[src/rtl/demux_pkg.sv]
// Shared constants and types for the buffered 1-to-N stream demultiplexer.
package demux_pkg;

    localparam int DEMUX_DATA_W_DEF     = 8;
    localparam int DEMUX_N_CH_DEF       = 32;
    localparam int DEMUX_FIFO_DEPTH_DEF = 2;

    localparam int DEMUX_PTR_W_DEF = $clog2(DEMUX_FIFO_DEPTH_DEF);
    localparam int DEMUX_CNT_W_DEF = $clog2(DEMUX_FIFO_DEPTH_DEF) + 1;

    typedef logic [DEMUX_PTR_W_DEF-1:0] fifo_ptr_t;
    typedef logic [DEMUX_CNT_W_DEF-1:0] fifo_cnt_t;

    typedef enum logic [1:0] {
        OCC_EMPTY   = 2'd0,
        OCC_PARTIAL = 2'd1,
        OCC_FULL    = 2'd2
    } fifo_occ_e;

endpackage

[src/rtl/demux_ch_fifo.sv]
// Per-channel synchronous FIFO with first-word fall-through head output.
// The head holds the last popped word while empty (zero after reset).
module demux_ch_fifo
    import demux_pkg::*;
#(
    parameter int DATA_W = DEMUX_DATA_W_DEF,
    parameter int DEPTH  = DEMUX_FIFO_DEPTH_DEF
) (
    input  logic              clk_i,
    input  logic              rst_i,
    input  logic              push_i,
    input  logic [DATA_W-1:0] data_i,
    input  logic              pop_i,
    output logic              full_o,
    output logic              empty_o,
    output logic [DATA_W-1:0] head_o
);

    localparam int PTR_W = $clog2(DEPTH);
    localparam int CNT_W = PTR_W + 1;

    logic [DATA_W-1:0] mem [DEPTH];
    logic [PTR_W-1:0]  wr_ptr;
    logic [PTR_W-1:0]  rd_ptr;
    logic [CNT_W-1:0]  count;
    logic [DATA_W-1:0] hold_q;
    fifo_occ_e         occ;
    logic              push_en;
    logic              pop_en;

    always_comb begin
        occ = OCC_PARTIAL;
        if (count == '0) begin
            occ = OCC_EMPTY;
        end else if (count == CNT_W'(DEPTH)) begin
            occ = OCC_FULL;
        end
    end

    assign full_o  = (occ == OCC_FULL);
    assign empty_o = (occ == OCC_EMPTY);
    assign push_en = push_i & ~full_o;
    assign pop_en  = pop_i & ~empty_o;

    // Storage is not reset; occupancy alone decides what is visible.
    always_ff @(posedge clk_i) begin
        if (push_en) begin
            mem[wr_ptr] <= data_i;
        end
    end

    always_ff @(posedge clk_i) begin
        if (rst_i) begin
            wr_ptr <= '0;
            rd_ptr <= '0;
            count  <= '0;
            hold_q <= '0;
        end else begin
            if (push_en) begin
                wr_ptr <= wr_ptr + 1'b1;
            end
            if (pop_en) begin
                rd_ptr <= rd_ptr + 1'b1;
                hold_q <= mem[rd_ptr];
            end
            case ({push_en, pop_en})
                2'b10:   count <= count + 1'b1;
                2'b01:   count <= count - 1'b1;
                default: count <= count;
            endcase
        end
    end

    assign head_o = empty_o ? hold_q : mem[rd_ptr];

endmodule

[src/rtl/demux_stream_1ton.sv]
// Buffered 1-to-N stream demux: select decode, ready mux, error pulse and channel FIFOs.
// Optional macro DEMUX_BCAST_EN adds in_bcast_i to push one word into every channel.
module demux_stream_1ton
    import demux_pkg::*;
#(
    parameter int DATA_W     = DEMUX_DATA_W_DEF,
    parameter int N_CH       = DEMUX_N_CH_DEF,
    parameter int FIFO_DEPTH = DEMUX_FIFO_DEPTH_DEF,
    localparam int SEL_W     = $clog2(N_CH)
) (
    input  logic                   clk_i,
    input  logic                   rst_i,
    input  logic                   en_i,
    input  logic                   in_valid_i,
    output logic                   in_ready_o,
    input  logic [DATA_W-1:0]      in_data_i,
    input  logic [SEL_W-1:0]       in_sel_i,
    output logic [N_CH-1:0]        out_valid_o,
    input  logic [N_CH-1:0]        out_ready_i,
    output logic [N_CH*DATA_W-1:0] out_data_o,
`ifdef DEMUX_BCAST_EN
    input  logic                   in_bcast_i,
`endif
    output logic                   err_o
);

    localparam int CMP_W = SEL_W + 1;

    logic [N_CH-1:0] full;
    logic [N_CH-1:0] empty;
    logic [N_CH-1:0] push;
    logic [N_CH-1:0] pop;
    logic            bcast;
    logic            sel_ok;
    logic            sel_full;
    logic            accept;
    logic            err_q;

`ifdef DEMUX_BCAST_EN
    assign bcast = in_bcast_i;
`else
    assign bcast = 1'b0;
`endif

    // Out-of-range selects are always accepted so they can be dropped and flagged.
    always_comb begin
        sel_ok   = ({1'b0, in_sel_i} < CMP_W'(N_CH));
        sel_full = 1'b0;
        for (int k = 0; k < N_CH; k++) begin
            if (in_sel_i == SEL_W'(k)) begin
                sel_full = full[k];
            end
        end
        if (bcast) begin
            in_ready_o = en_i & ~(|full);
        end else begin
            in_ready_o = en_i & (sel_ok ? ~sel_full : 1'b1);
        end
    end

    assign accept = in_valid_i & in_ready_o;

    always_comb begin
        push = '0;
        for (int k = 0; k < N_CH; k++) begin
            push[k] = accept & (bcast | (sel_ok & (in_sel_i == SEL_W'(k))));
        end
    end

    always_ff @(posedge clk_i) begin
        if (rst_i) begin
            err_q <= 1'b0;
        end else begin
            err_q <= accept & ~sel_ok & ~bcast;
        end
    end

    assign err_o = err_q;

    genvar g;
    generate
        for (g = 0; g < N_CH; g++) begin : g_ch
            assign out_valid_o[g] = ~empty[g];
            assign pop[g]         = out_valid_o[g] & out_ready_i[g];

            demux_ch_fifo #(
                .DATA_W (DATA_W),
                .DEPTH  (FIFO_DEPTH)
            ) u_fifo (
                .clk_i   (clk_i),
                .rst_i   (rst_i),
                .push_i  (push[g]),
                .data_i  (in_data_i),
                .pop_i   (pop[g]),
                .full_o  (full[g]),
                .empty_o (empty[g]),
                .head_o  (out_data_o[g*DATA_W +: DATA_W])
            );
        end
    endgenerate

endmodule

[config.mk]
export PLATFORM = sky130hd
export DESIGN_NAME = demux_stream_1ton
export DESIGN_NICKNAME = d
export VERILOG_FILES = /design/src/rtl/demux_pkg.sv /design/src/rtl/demux_ch_fifo.sv /design/src/rtl/demux_stream_1ton.sv
export SDC_FILE = /design/constraint.sdc
export NUM_CORES = 1
export LEC_CHECK = 0
export CAP_MARGIN = 20
export CORE_MARGIN = 3
export CORE_UTILIZATION = 48
export DETAILED_ROUTE_END_ITERATION = 10
export GPL_ROUTABILITY_DRIVEN = 0
export PLACE_DENSITY = 0.78
export SLEW_MARGIN = 20
export SYNTH_ARGS = -nofsm -noshare
export SYNTH_HDL_FRONTEND = slang
export SYNTH_HIERARCHICAL = 1
export SYNTH_SLANG_ARGS = --single-unit
[constraint.sdc]
create_clock -name clk_i -period 3.9 [get_ports clk_i]
set_input_delay 0.78 -clock clk_i [delete_from_list [all_inputs] [get_ports clk_i]]
set_output_delay 0.78 -clock clk_i [all_outputs]
set_load 0.01 [all_outputs]
==> flow_metrics.tcl, run 1 <==
set metrics [dict create \
    run_status "complete, no violations" \
    detail-route-antenna-nets 0 \
    finalCriticalPeriod_ps 3790 \
    mostFrequentLayoutCell "nor2_1" \
    cts_root_buffer "clkbuf_16" \
    fin_crit_sh_pct 97.18 \
    startpoint "in_sel_i[3]" \
    chipHeight_um 288.2 \
    syn_area_per_cell_um2 11.53 \
    ioPinCount 339 \
    synthDistinctLibCells 56 \
    peakVddDrop_v 0.0002784 \
    grt-ovfl-total 0 \
    cts_buffers 92 \
    seq_area_frac_synth_pct 62.01 \
    ctsResizeCount 0 \
    crit_path_max_fanout 4 \
    ys.flop_type "edfxtp_1" \
    leakage_nw 15.65 \
    core_area_um2 78230 \
    hold_viol 0 \
    powerDensity_nw_per_um2 418.0 \
    yosys_warnings 6 \
    cts_max_level 3 \
    hpwlAfterDp_um 61020 \
    syn_to_final_growth_pct 22.12 \
    design.die.area_um2 83060 \
    arrival_ps 3010 \
    syn_nets 3396 \
    critPathRequiredTime_ps 3120 \
    cts_tree "built" \
    grt_pass1_wl_um 139500 \
    grt_pass1_vias 24596 \
    drc 0 \
    initial_utilization_pct 48.86 \
    post_cts_buffers 0 \
    fin_skew_ps 23.41 \
    setup_violations 0 \
    worstSetupPathType "input port to output pin" \
    io_buffers 337 \
    drt_iter0_markers 1893 \
    die_w_um 288.2 \
    cp-end-kind "output pin" \
    rsz0062_at_grt "no" \
    hp-start "g_ch[12].u_fifo/wr_ptr" \
    slew_violations 0 \
    clockBufferDepth 3 \
    grt_start_max_net_pins 88 \
    cts_hold_buf 0 \
    mostFrequentLayoutCells "621 x nor2_1, 512 x edfxtp_1, 416 x dfxtp_1" \
    cts.clk_slew.worst_paths_ps 60 \
    hold_path_depth 2 \
    num-nets-final 3804 \
    r2r_cells 14 \
    synth_edf_count 512 \
    hold_path_class "flip-flop to flip-flop" \
    slew_headroom_pct 35.50 \
    synth_area_um2 38230 \
    grtUsageTotal_pct 21.64 \
    maxCapViolCount 0 \
    rows 102 \
    clk_latency_ps 640 \
    r2r-start "g_ch[6].u_fifo/count[0]" \
    wl_um 91890 \
    synth_seq_cells 928 \
    first_pass_iters 6 \
    synth_cells 3315 \
    clock-sinks 928 \
    max_clock_freq_ghz 0.2639 \
    via_per_inst 5.333 \
    async_flop_share_pct 0 \
    vias 25829 \
    start_kind "input port" \
    drive_above_1_share_pct 11.89 \
    timing.hold.ws_ps 482.6 \
    grt_antenna_before_repair 4 \
    tightest_slew_ps 967.4 \
    final.setup.tns_ps 0 \
    wl_per_cell_um 18.97 \
]
==> worst max-delay path: stages <==
cell and delay (ps):
clkdlybuf4s50_1 600, nor2b_1 250, nand2_1 120, buf_4 150, o31ai_4 270, o211ai_1 220, buf_4 190, a31oi_1 140
o21ai_0 100, buf_4 170
==> power breakdown <==
part / total [W] / switching, W / leakage, nW / internal, W
registers: 0.0103 / 0.00000913 / 7.95 / 0.0103
clock network: 0.00863 / 0.00366 / 1.47 / 0.00497
logic: 0.000551 / 0.000370 / 6.23 / 0.000181
total: 0.0195 / 0.00404 / 15.7 / 0.0155
==> sequential cells by signal (all words and copies together) (netlist names), named ones only <==
signal / flops
g_ch.u_fifo/mem: 512
g_ch.u_fifo/hold_q: 256
g_ch.u_fifo/count: 64
g_ch.u_fifo/rd_ptr: 32
g_ch.u_fifo/wr_ptr: 32
==> area by class of cell <==
class,instances,area (um2)
diodes,1,2.502
clock buffers,130,2659
clock inverters,43,332.8
fillers,6073,31550
inverters,162,608.1
multi-input cells,2015,12580
flip-flops and latches,928,23700
well taps,1040,1301
repair buffers,524,5490
==> logic make-up (layout without fill, tap and decap cells) <==
logic type      after synthesis  count (layout)  share of synthesized area (%)
fa+ha+maj                    32              32                          1.047
compound gates              706             706                          11.80
simple gates                918             918                          10.98
other cells                   1               2                       0.009810
xor+xnor                     96              96                          2.200
flops                       928             928                          62.01
buf+inv                     372             859                          5.070
mux                         262             262                          6.887
==> synthesized netlist by cell type, types with 2 or more instances <==
library cell	count	area share [%]
nor4_1	17	0.28
nor2b_1	33	0.54
a31oi_1	2	0.033
xor2_1	32	0.73
or3_1	65	1.1
nand2_1	47	0.46
nor3_1	10	0.13
nand3_1	4	0.052
ha_1	32	1.0
or2_2	2	0.033
inv_1	130	1.3
buf_4	35	0.69
buf_6	38	1.1
a211o_1	2	0.046
nand4_1	3	0.049
clkbuf_2	32	0.42
o21ai_0	73	0.96
mux2_4	2	0.079
a211oi_1	225	4.4
clkbuf_1	35	0.34
mux2i_1	260	6.8
inv_2	32	0.31
o21a_1	33	0.65
buf_2	68	0.89
or2_1	34	0.56
nand2b_1	6	0.098
nor4b_1	2	0.046
nor4_2	3	0.098
buf_1	2	0.020
a211oi_2	32	1.0
xnor2_1	64	1.5
a21oi_1	327	4.3
nand2b_2	32	0.73
nor2_1	621	6.1
dfxtp_1	416	22
nor3_2	2	0.052
and3_1	32	0.52
edfxtp_1	512	40
==> per-layer routing <==
layer | global-route usage [%] | vias to the layer above | share of wire (%)
met5 | 0 | - | 0.013
met4 | 7.447 | 2 | 3.0
met3 | 3.039 | 154 | 5.8
met2 | 36.71 | 734 | 49
met1 | 28.60 | 12373 | 42
li1 | - | 12566 | -
==> path summary, 6_finish.rpt <==
path / slack [ps] / endpoint
min: 480 / g_ch[12].u_fifo/wr_ptr
max: 110 / in_ready_o
min reg2reg: 480 / g_ch[12].u_fifo/wr_ptr
max reg2reg: 500 / g_ch[16].u_fifo/count[1]
==> metrics by stage <==
stage / total power, W / setup WS, ps / instance area, um2 / util (%) / std cells
finish: 0.01951 / 110.1 / 46680 / 59.67 / 4843
global route: 0.02011 / 97.30 / 46680 / 59.67 / 4842
CTS: 0.01969 / 162.8 / 46680 / 59.67 / 4842
detailed placement: 0.01110 / -215.8 / 43690 / 55.84 / 4669
global placement: 0.01109 / -91.57 / 43690 / 55.84 / 4669
floorplan: 0.01074 / 579.3 / 38230 / - / 3315
(Power assumes the default switching activity.)
==> run 2: changes to the inputs <==
--- a/config.mk
+++ b/config.mk
@@ -10,6 +10,7 @@
 export CORE_UTILIZATION = 48
 export DETAILED_ROUTE_END_ITERATION = 10
 export GPL_ROUTABILITY_DRIVEN = 0
+export HOLD_SLACK_MARGIN = 0.06
 export PLACE_DENSITY = 0.78
 export SLEW_MARGIN = 20
 export SYNTH_ARGS = -nofsm -noshare
==> results of run 2 <==
Same layout as run 1: the final DEF is identical, and so are final timing and power.
